==> src/rtl/femto_wb_pkg.sv <==
// Shared types and constants for the EFB Wishbone arbiter.
package femto_wb_pkg;

  localparam int unsigned WB_ADR_W  = 8;
  localparam int unsigned WB_DAT_W  = 8;
  localparam int unsigned IOMEM_W   = 32;
  localparam int unsigned STRB_W    = 4;

  localparam logic [IOMEM_W-1:0] ERR_WORD_DEFAULT = 32'h00BADADD;

  typedef enum logic [1:0] {
    ST_IDLE = 2'd0,
    ST_BUS  = 2'd1,
    ST_DONE = 2'd2
  } state_t;

  // Index of a requester port (0 = CPU iomem window, 1 = sequencer).
  typedef logic gnt_idx_t;

endpackage

==> src/rtl/efb_wb_arbiter_if.sv <==
// Wishbone classic bus between the arbiter (master) and the EFB (slave).
interface efb_wb_arbiter_if;
  import femto_wb_pkg::*;

  logic                wb_cyc;
  logic                wb_stb;
  logic                wb_we;
  logic [WB_ADR_W-1:0] wb_adr;
  logic [WB_DAT_W-1:0] wb_dat_o;
  logic [WB_DAT_W-1:0] wb_dat_i;
  logic                wb_ack;

  modport master (
    output wb_cyc, wb_stb, wb_we, wb_adr, wb_dat_o,
    input  wb_dat_i, wb_ack
  );

  modport slave (
    input  wb_cyc, wb_stb, wb_we, wb_adr, wb_dat_o,
    output wb_dat_i, wb_ack
  );
endinterface

==> src/rtl/rr_arbiter2.sv <==
// Two-way round-robin grant; the last-grant register moves only when a grant is taken.
module rr_arbiter2
  import femto_wb_pkg::*;
(
  input  logic     clk,
  input  logic     reset,
  input  logic [1:0] i_req,
  input  logic     i_gnt_en,
  output gnt_idx_t o_gnt_idx_c,
  output logic     o_gnt_valid_c
);

  gnt_idx_t r_last;

  // Pick the requester that was not served last when both ask.
  always_comb begin
    o_gnt_valid_c = |i_req;
    o_gnt_idx_c   = 1'b0;
    if (i_req == 2'b11) begin
      o_gnt_idx_c = ~r_last;
    end else if (i_req[1]) begin
      o_gnt_idx_c = 1'b1;
    end
  end

  // Remember the last granted port; reset value makes port 0 preferred.
  always_ff @(posedge clk) begin
    if (reset) begin
      r_last <= 1'b1;
    end else if (i_gnt_en) begin
      r_last <= o_gnt_idx_c;
    end
  end

endmodule

==> src/rtl/efb_wb_arbiter.sv <==
// Shares the EFB 8-bit Wishbone slave between two iomem requesters with a bounded cycle time.
module efb_wb_arbiter
  import femto_wb_pkg::*;
#(
  parameter int unsigned          TIMEOUT_CYCLES = 255,
  parameter logic [IOMEM_W-1:0]   ERR_WORD       = ERR_WORD_DEFAULT,
  parameter int unsigned          ADDR_LSB       = 2
) (
  input  logic               clk,
  input  logic               reset,
  input  logic               m0_valid,
  output logic               m0_ready,
  input  logic [STRB_W-1:0]  m0_wstrb,
  input  logic [IOMEM_W-1:0] m0_addr,
  input  logic [IOMEM_W-1:0] m0_wdata,
  output logic [IOMEM_W-1:0] m0_rdata,
  input  logic               m1_valid,
  output logic               m1_ready,
  input  logic [STRB_W-1:0]  m1_wstrb,
  input  logic [IOMEM_W-1:0] m1_addr,
  input  logic [IOMEM_W-1:0] m1_wdata,
  output logic [IOMEM_W-1:0] m1_rdata,
  efb_wb_arbiter_if.master   wb,
  output logic               timeout_err
);

  localparam int unsigned     CNT_W    = $clog2(TIMEOUT_CYCLES + 1);
  localparam logic [CNT_W-1:0] CNT_LAST = CNT_W'(TIMEOUT_CYCLES - 1);

  state_t              r_state, w_state_nxt;
  logic                r_cyc, w_cyc_nxt;
  logic                r_we, w_we_nxt;
  logic [WB_ADR_W-1:0] r_adr, w_adr_nxt;
  logic [WB_DAT_W-1:0] r_dat_o, w_dat_o_nxt;
  logic [1:0]          r_ready, w_ready_nxt;
  logic [IOMEM_W-1:0]  r_rdata0, w_rdata0_nxt;
  logic [IOMEM_W-1:0]  r_rdata1, w_rdata1_nxt;
  logic                r_terr, w_terr_nxt;
  logic [CNT_W-1:0]    r_cnt, w_cnt_nxt;
  gnt_idx_t            r_gidx, w_gidx_nxt;

  gnt_idx_t            w_arb_idx;
  logic                w_arb_valid;
  logic                w_gnt_en;
  logic [STRB_W-1:0]   w_sel_wstrb;
  logic [IOMEM_W-1:0]  w_sel_addr;
  logic [IOMEM_W-1:0]  w_sel_wdata;
  logic [IOMEM_W-1:0]  w_rsp_data;
  logic                w_unused;

  rr_arbiter2 u_rr (
    .clk           (clk),
    .reset         (reset),
    .i_req         ({m1_valid, m0_valid}),
    .i_gnt_en      (w_gnt_en),
    .o_gnt_idx_c   (w_arb_idx),
    .o_gnt_valid_c (w_arb_valid)
  );

  // Request fields of the port the arbiter is offering this cycle.
  assign w_sel_wstrb = w_arb_idx ? m1_wstrb : m0_wstrb;
  assign w_sel_addr  = w_arb_idx ? m1_addr  : m0_addr;
  assign w_sel_wdata = w_arb_idx ? m1_wdata : m0_wdata;
  assign w_rsp_data  = {24'h0, wb.wb_dat_i};

  // Only wstrb[0], the mapped address byte and wdata[7:0] reach the EFB.
  assign w_unused = ^{m0_wstrb, m0_addr, m0_wdata, m1_wstrb, m1_addr, m1_wdata};

  // Next state and next register values for the IDLE -> BUS -> DONE access sequence.
  always_comb begin
    w_state_nxt  = r_state;
    w_cyc_nxt    = r_cyc;
    w_we_nxt     = r_we;
    w_adr_nxt    = r_adr;
    w_dat_o_nxt  = r_dat_o;
    w_ready_nxt  = 2'b00;
    w_rdata0_nxt = r_rdata0;
    w_rdata1_nxt = r_rdata1;
    w_terr_nxt   = 1'b0;
    w_cnt_nxt    = '0;
    w_gidx_nxt   = r_gidx;
    w_gnt_en     = 1'b0;
    case (r_state)
      ST_IDLE: begin
        if (w_arb_valid) begin
          w_gnt_en    = 1'b1;
          w_gidx_nxt  = w_arb_idx;
          w_cyc_nxt   = 1'b1;
          w_we_nxt    = w_sel_wstrb[0];
          w_adr_nxt   = w_sel_addr[ADDR_LSB +: WB_ADR_W];
          w_dat_o_nxt = w_sel_wdata[WB_DAT_W-1:0];
          w_state_nxt = ST_BUS;
        end
      end
      ST_BUS: begin
        w_cnt_nxt = r_cnt + CNT_W'(1);
        // An ack on the expiry cycle still counts as normal completion.
        if (wb.wb_ack || (r_cnt == CNT_LAST)) begin
          w_cyc_nxt           = 1'b0;
          w_cnt_nxt           = '0;
          w_ready_nxt[r_gidx] = 1'b1;
          w_terr_nxt          = ~wb.wb_ack;
          w_state_nxt         = ST_DONE;
          if (r_gidx) begin
            w_rdata1_nxt = wb.wb_ack ? w_rsp_data : ERR_WORD;
          end else begin
            w_rdata0_nxt = wb.wb_ack ? w_rsp_data : ERR_WORD;
          end
        end
      end
      ST_DONE: begin
        w_state_nxt = ST_IDLE;
      end
      default: begin
        w_state_nxt = ST_IDLE;
      end
    endcase
  end

  // State and output registers; reset aborts any cycle in flight without a ready pulse.
  always_ff @(posedge clk) begin
    if (reset) begin
      r_state  <= ST_IDLE;
      r_cyc    <= 1'b0;
      r_we     <= 1'b0;
      r_adr    <= '0;
      r_dat_o  <= '0;
      r_ready  <= 2'b00;
      r_rdata0 <= '0;
      r_rdata1 <= '0;
      r_terr   <= 1'b0;
      r_cnt    <= '0;
      r_gidx   <= 1'b0;
    end else begin
      r_state  <= w_state_nxt;
      r_cyc    <= w_cyc_nxt;
      r_we     <= w_we_nxt;
      r_adr    <= w_adr_nxt;
      r_dat_o  <= w_dat_o_nxt;
      r_ready  <= w_ready_nxt;
      r_rdata0 <= w_rdata0_nxt;
      r_rdata1 <= w_rdata1_nxt;
      r_terr   <= w_terr_nxt;
      r_cnt    <= w_cnt_nxt;
      r_gidx   <= w_gidx_nxt;
    end
  end

  assign wb.wb_cyc   = r_cyc;
  assign wb.wb_stb   = r_cyc;
  assign wb.wb_we    = r_we;
  assign wb.wb_adr   = r_adr;
  assign wb.wb_dat_o = r_dat_o;
  assign m0_ready    = r_ready[0];
  assign m1_ready    = r_ready[1];
  assign m0_rdata    = r_rdata0;
  assign m1_rdata    = r_rdata1;
  assign timeout_err = r_terr;

endmodule

==> src/flat_wrapper.sv <==
// flat-port wrapper written by rule: the top's interface ports become plain ports
module efb_wb_arbiter_flat import femto_wb_pkg::*;
#(
  parameter int unsigned          TIMEOUT_CYCLES = 255,
  parameter logic [IOMEM_W-1:0]   ERR_WORD       = ERR_WORD_DEFAULT,
  parameter int unsigned          ADDR_LSB       = 2
)
  (clk, reset, m0_valid, m0_ready, m0_wstrb, m0_addr, m0_wdata, m0_rdata, m1_valid, m1_ready, m1_wstrb, m1_addr, m1_wdata, m1_rdata, timeout_err, wb_wb_cyc, wb_wb_stb, wb_wb_we, wb_wb_adr, wb_wb_dat_o, wb_wb_dat_i, wb_wb_ack);
  efb_wb_arbiter_if wb_i ();
  input  logic clk;
  input  logic reset;
  input  logic m0_valid;
  output logic m0_ready;
  input  logic [STRB_W-1:0] m0_wstrb;
  input  logic [IOMEM_W-1:0] m0_addr;
  input  logic [IOMEM_W-1:0] m0_wdata;
  output logic [IOMEM_W-1:0] m0_rdata;
  input  logic m1_valid;
  output logic m1_ready;
  input  logic [STRB_W-1:0] m1_wstrb;
  input  logic [IOMEM_W-1:0] m1_addr;
  input  logic [IOMEM_W-1:0] m1_wdata;
  output logic [IOMEM_W-1:0] m1_rdata;
  output logic timeout_err;
  output wire logic [$bits(wb_i.wb_cyc)-1:0] wb_wb_cyc;
  output wire logic [$bits(wb_i.wb_stb)-1:0] wb_wb_stb;
  output wire logic [$bits(wb_i.wb_we)-1:0] wb_wb_we;
  output wire logic [$bits(wb_i.wb_adr)-1:0] wb_wb_adr;
  output wire logic [$bits(wb_i.wb_dat_o)-1:0] wb_wb_dat_o;
  input wire logic [$bits(wb_i.wb_dat_i)-1:0] wb_wb_dat_i;
  input wire logic [$bits(wb_i.wb_ack)-1:0] wb_wb_ack;
  assign wb_wb_cyc = wb_i.wb_cyc;
  assign wb_wb_stb = wb_i.wb_stb;
  assign wb_wb_we = wb_i.wb_we;
  assign wb_wb_adr = wb_i.wb_adr;
  assign wb_wb_dat_o = wb_i.wb_dat_o;
  assign wb_i.wb_dat_i = wb_wb_dat_i;
  assign wb_i.wb_ack = wb_wb_ack;
  efb_wb_arbiter #(.TIMEOUT_CYCLES(TIMEOUT_CYCLES), .ERR_WORD(ERR_WORD), .ADDR_LSB(ADDR_LSB)) u_core (.clk(clk), .reset(reset), .m0_valid(m0_valid), .m0_ready(m0_ready), .m0_wstrb(m0_wstrb), .m0_addr(m0_addr), .m0_wdata(m0_wdata), .m0_rdata(m0_rdata), .m1_valid(m1_valid), .m1_ready(m1_ready), .m1_wstrb(m1_wstrb), .m1_addr(m1_addr), .m1_wdata(m1_wdata), .m1_rdata(m1_rdata), .wb(wb_i), .timeout_err(timeout_err));
endmodule
==> config.mk <==
export PLATFORM = sky130hd
export DESIGN_NAME = efb_wb_arbiter_flat
export DESIGN_NICKNAME = d
export VERILOG_FILES = /design/src/rtl/femto_wb_pkg.sv /design/src/rtl/efb_wb_arbiter_if.sv /design/src/rtl/rr_arbiter2.sv /design/src/rtl/efb_wb_arbiter.sv /design/src/flat_wrapper.sv
export SDC_FILE = /design/constraint.sdc
export NUM_CORES = 1
export LEC_CHECK = 0
export BUFFER_PORTS_ARGS = -buffer_cell sky130_fd_sc_hd__buf_2
export CAP_MARGIN = 20
export CORE_AREA = 2 2 91 93
export CTS_BUF_LIST = sky130_fd_sc_hd__clkbuf_16
export CTS_CLUSTER_DIAMETER = 50
export DETAILED_ROUTE_END_ITERATION = 6
export DIE_AREA = 0 0 93 95
export MAX_ROUTING_LAYER = met4
export PLACE_DENSITY_LB_ADDON = 0.15
export SLEW_MARGIN = 20
export SYNTH_ARGS = -nofsm -noshare
export SYNTH_HDL_FRONTEND = slang
export SYNTH_HIERARCHICAL = 1
export SYNTH_SLANG_ARGS = --single-unit
==> constraint.sdc <==
create_clock -name clk -period 1.7 [get_ports clk]
set_input_delay 0.255 -clock clk [delete_from_list [all_inputs] [get_ports clk]]
set_output_delay 0.255 -clock clk [all_outputs]
set_load 0.03 [all_outputs]
======== After elaboration in Yosys (flattened, before gate mapping) ========
Cells that the tools add are included.
word-level totals
  bits in registers ....................... 97
  bits of input ports ..................... 149
  output and inout port bits .............. 86
  word-level logic and storage cells ...... 53
cells by class
  $add $sub $neg .......................... 1
  order comparisons ....................... 2
  equality and inequality tests ........... 5
  muxes and demuxes ....................... 16
  bitwise gates (word level) .............. 5
  reduce and logical (&&, ||, !) cells .... 12
operator list
  cell                                                                          number
  24-bit 2-to-1 mux                                                             1
  10-bit 2-to-1 mux                                                             1
  3-bit AND reduction                                                           3
  8-bit by 1-bit adder with 8-bit output, second input constant                 1
  8-bit == test, second input constant                                          1
  1-bit 2-to-1 mux                                                              8
  8-bit 2-to-1 mux                                                              1
  3-bit OR reduction                                                            2
  1-bit NOT                                                                     5
  2-bit 2-to-1 mux                                                              2
  2-bit one-hot mux with 2 select lines                                         1
  2-bit AND reduction                                                           2
  2-bit by 1-bit == test with 1-bit output, second input constant               1
  2-bit == test, second input constant                                          1
  2-bit zero test                                                               1
  1-bit by 2-bit less-than comparator with 1-bit output, second input constant  1
  2-bit by 1-bit inequality test with 1-bit output, second input constant       1
  2-bit inequality test, second input constant                                  1
  1-bit one-hot mux with 2 select lines                                         1
  2-bit nonzero test                                                            1
  2-bit OR reduction                                                            1
  1-bit demux with 1-bit select                                                 1
  1-bit >= comparator, second input constant                                    1
  1-bit logical AND                                                             1
  1-bit logical OR                                                              1

======== Longest topological paths before layout ========
  word-level depth ........................ 4
  mapped depth ............................ 7
  depth with buffers taken out ............ 5

======== Cells and area by module ========
Netlist, hierarchy kept.
by module, submodules not included
  module          instances  cells each  area an instance (um2)  sequential area each (um2)
  efb_wb_arbiter  1          267         2488.6                  1001.0
  rr_arbiter2     1          5           48.8                    20.0

======== Least setup slack after synthesis ========
Ideal clock, no wire load.
  kind .................................... reg-to-reg
  from .................................... register u_core.r_cnt[0]
  to ...................................... register u_core.r_rdata1[4] (netlist: u_core/m1_rdata[4])
  setup time .............................. 0.134 ns
  arrival ................................. 1.350 ns
  required time ........................... 1.566 ns
  setup slack ............................. 0.216 ns
  stages on the path, launching flop included .. 8
  buffers on the path ..................... 2
  period minus slack after synthesis ...... 1.484 ns
  cells stage by stage .................... dfxtp_1 inv_1 ha_1 and3_1 buf_2 a21oi_2 buf_6 a211oi_1
between the ends
  word-level cells in the longest chain between the ends .. 3
RTL lines
  element                        RTL line               RTL
  from (decl)                    efb_wb_arbiter.sv:39   logic [CNT_W-1:0] r_cnt, w_cnt_nxt;
  from (signal assigned)         efb_wb_arbiter.sv:144  r_cnt <= w_cnt_nxt;
  8-bit == test                  efb_wb_arbiter.sv:98   if (wb.wb_ack || (r_cnt == CNT_LAST)) begin
  1-bit logical OR               efb_wb_arbiter.sv:98
  3-bit AND reduction (no line)  n/a
  to (signal assigned)           efb_wb_arbiter.sv:142  r_rdata1 <= w_rdata1_nxt;
  to (decl)                      efb_wb_arbiter.sv:37   logic [IOMEM_W-1:0] r_rdata1, w_rdata1_nxt;
Every way passes these cells.
A chain may end at the register's enable or synchronous reset.

======== Worst setup path in the final report ========
  from .................................... register u_core.r_cnt[0]
  to ...................................... register u_core.r_rdata1[5] (netlist: u_core/m1_rdata[5])
Same word-level chain as after synthesis.

==> impl_metrics.toml <==
[die]
floorplan.die.height_um = 95
io-pin-count = 235
initial_utilization_pct = 32.0
core_area_um2 = 7930
placement_rows = 33
dieWidth_um = 93
dieArea_um2 = 8840

[logic_synthesis]
synth.ff_latch_count = 51
ys.flop_type = "sky130_fd_sc_hd__dfxtp_1"
yosysWarnings = 6
avgSynthCellArea_um2 = 9.33
synth_area_um2 = 2540
post_synthesis_async_set_or_reset_flop_share_pct = 0
yosys.cell_types.count = 40
synthesis.instances = 272
synth_enable_flop_cells = 0
synth_sequential_area_ratio_pct = 40.2

[setup_path]
crit_required_ns = 1.90
cp-end-kind = "flop"
startpoint_types = "flop"
cp_max_fo = 6
timing.setup.critical_path_class = "flop to flop"
timing.critical_path.arrival_ns = 1.69

[routing]
postRouteWirelength_um = 5440
routed_wire_length_per_instance_um = 11.8
num_vias = 2070
first_iter_violations = 43
ant_nets = 0
drt_pre_antenna_iters = 4
route.detailed.drc = 0
routed_via_density = 4.49

[hold_path]
worstHoldPathType = "primary input to flop"

[power]
power.ir.vdd_worst_v = 0.000435
p_int_mw = 2.04
power.static_leakage_nw = 1.42
p_sw_share_pct = 31.1
clock_power_share_pct = 31.7
combPwrFrac_pct = 23.4
switch_pwr_mw = 0.922
share_seq_of_total_power_pct = 44.9
power.density_nw_per_um2 = 959

[sta]
fin_worst_skew_ns = 0.00487
setup-tns-final_ns = 0
layout_min_cycle_time_ns = 1.50
post_layout_worst_setup_margin_ns = 0.204
final.hold.worst_slack_ns = 0.293
maxSlewViolCount = 0
grt_setup_unrepaired = "no"
count_of_final_setup_violators = 0
maxClockFrequency_mhz = 668
final_min_period_over_clock_period_pct = 88.0
hold_violations = 0

[final_layout]
finished_core_util_pct = 39.0
num-nets-final = 507
post_route_cells_drive_above_1_share_pct = 36.5
areaGrowthSynthToFinish_pct = 21.7
multiInputGateArea_um2 = 1140
num_antenna_cells = 0
layout.area.seq_um2 = 1020
layout.filler_cells = 860
finalNonFillerCells = 461

[global_routing]
grt_max_degree = 40
grt_antenna_before_repair = 0
grt_pass1_vias = 1806
grt_remaining_overflow = 0
grtUsageTotal_pct = 12.5
first_pass_grt_wire_length_um = 8550

[clock_tree]
maximum_number_of_buffers_from_clock_root_to_sink = 2
worst_setup_hold_path_clk_slew_ns = 0.06
cts_num_sinks = 51
cts_h_tree_depth = 2
tritoncts = "yes"
cts_made_buffers = 5
cts-root-buf = "sky130_fd_sc_hd__clkbuf_16"
clock_latency_at_the_later_pin_of_the_worst_skew_pair_ns = 0.29

[placement]
post-dp-hpwl_um = 3940
routabilityCongestion = 0.777
placement.setup.worst_slack_ns = 0.00250
buffer_ports.inserted = 104
dp_cells = 454

[run_status]
run_status = "complete, no violations"

[run]
maxCapViolations = 0
==> power by group through the flow <==
stage	Sequential, mW	Clock [mW]	Combinational [mW]
after detailed placement	1.36	0	0.696
after CTS	1.33	0.990	0.697
after floorplan	1.49	0	0.406
after global routing	1.34	1.02	0.758
final	1.33	0.940	0.692
after global placement	1.35	0	0.690
==> metal layers <==
layer / GRT usage [%] / wire length [um] / up-vias
met5: - / 0 / -
met2: 18.4 / 2380 / 90
met3: 3.99 / 449 / 6
li1: - / - / 1064
met4: 4.41 / 80 / 0
met1: 16.2 / 2530 / 910
==> final cells by class <==
type,count,area share (%)
Timing Repair Buffer,114,19.7
Clock inverter,2,0.284
Inverter,14,1.70
Tap cell,105,4.25
Clock buffer,5,4.05
Sequential cell,51,33.1
Multi-Input combinational cell,170,37.0
==> cells in the mapped netlist (2+ instances only) <==
master / number / share of area (%)
sky130_fd_sc_hd__buf_4: 51 / 15
sky130_fd_sc_hd__dfxtp_1: 51 / 40
sky130_fd_sc_hd__a211oi_1: 31 / 9.2
sky130_fd_sc_hd__nor2_1: 24 / 3.6
sky130_fd_sc_hd__mux2i_1: 18 / 7.1
sky130_fd_sc_hd__inv_1: 14 / 2.1
sky130_fd_sc_hd__o32ai_1: 12 / 4.1
sky130_fd_sc_hd__nand2_1: 7 / 1.0
sky130_fd_sc_hd__a31oi_1: 6 / 1.5
sky130_fd_sc_hd__buf_2: 6 / 1.2
sky130_fd_sc_hd__clkbuf_1: 5 / 0.74
sky130_fd_sc_hd__a311oi_1: 4 / 1.4
sky130_fd_sc_hd__a21oi_2: 3 / 1.0
sky130_fd_sc_hd__and3_1: 3 / 0.74
sky130_fd_sc_hd__nand2b_1: 3 / 0.74
sky130_fd_sc_hd__nand3_1: 3 / 0.59
sky130_fd_sc_hd__o21ai_0: 3 / 0.59
sky130_fd_sc_hd__a21oi_1: 2 / 0.39
sky130_fd_sc_hd__ha_1: 2 / 0.99
sky130_fd_sc_hd__nand4_1: 2 / 0.49
sky130_fd_sc_hd__or3_1: 2 / 0.49
sky130_fd_sc_hd__xor2_1: 2 / 0.69
==> worst paths after layout <==
kind / cells after the start / endpoint / startpoint / slack, ns
min reg2reg: 2 / u_core/m0_rdata[7] / u_core/m0_rdata[7] / 0.47
max: 6 / u_core/m1_rdata[5] / u_core/r_cnt[0] / 0.20
max reg2reg: 6 / u_core/m1_rdata[5] / u_core/r_cnt[0] / 0.20
min: 3 / u_core/r_cnt[6] / reset / 0.29
==> critical path, cell delays in order, from the launching register on <==
cell,delay [ns]
sky130_fd_sc_hd__dfxtp_1,0.32
sky130_fd_sc_hd__inv_1,0.04
sky130_fd_sc_hd__ha_1,0.20
sky130_fd_sc_hd__and3_1,0.21
sky130_fd_sc_hd__buf_4,0.17
sky130_fd_sc_hd__a21o_1,0.24
sky130_fd_sc_hd__a311oi_1,0.22
==> per-stage QoR <==
| step | total power [mW] | area [um^2] |
|---|---|---|
| after global placement | 2.05 | 2940 |
| after floorplan | 1.90 | 2640 |
| final | 2.96 | 3090 |
| after CTS | 3.02 | 3070 |
| after detailed placement | 2.05 | 2940 |
| after global routing | 3.12 | 3090 |
==> state kept, by name, indices dropped and copies added (netlist names) <==
register / count
u_core/wb.wb_cyc: 1
u_core/m1_rdata: 9
u_core/u_rr/r_last: 1
u_core/timeout_err: 1
u_core/m0_rdata: 9
u_core/wb.wb_dat_o: 8
u_core/r_state: 2
u_core/wb.wb_adr: 8
u_core/r_ready: 2
u_core/r_cnt: 8
u_core/r_gidx: 1
u_core/wb.wb_we: 1
==> cells by family (layout without fill, tap and decap cells) <==
logic type,count (synthesis),in the layout,share of synthesized area [%]
xor+xnor,3,3,1.04
buf+inv,78,135,19.7
simple gates,53,53,10.7
compound gates,66,66,20.2
fa+ha+maj,2,2,0.986
flops,51,51,40.2
other cells,1,28,0.148
mux,18,18,7.10
==> cell usage in the layout (no fill, tap or decap), drive strengths merged, types with 3 or more instances in the layout <==
cell type / synthesis / final
a211oi: 31 / 31
a21oi: 5 / 5
a311oi: 4 / 4
a31oi: 6 / 6
and3: 3 / 3
buf: 59 / 114
clkbuf: 5 / 5
conb: 1 / 28
dfxtp: 51 / 51
inv: 14 / 14
mux2i: 18 / 18
nand2: 7 / 7
nand2b: 3 / 3
nand3: 3 / 3
nor2: 24 / 24
o21ai: 3 / 3
o32ai: 12 / 12
==> timing repair <==
item	in CTS	in global routing
resized for setup	0	2
hold buffers	0	0
endpoints found under the setup margin	0	20
buffers inserted	0	0
(Power assumes the default switching activity.)
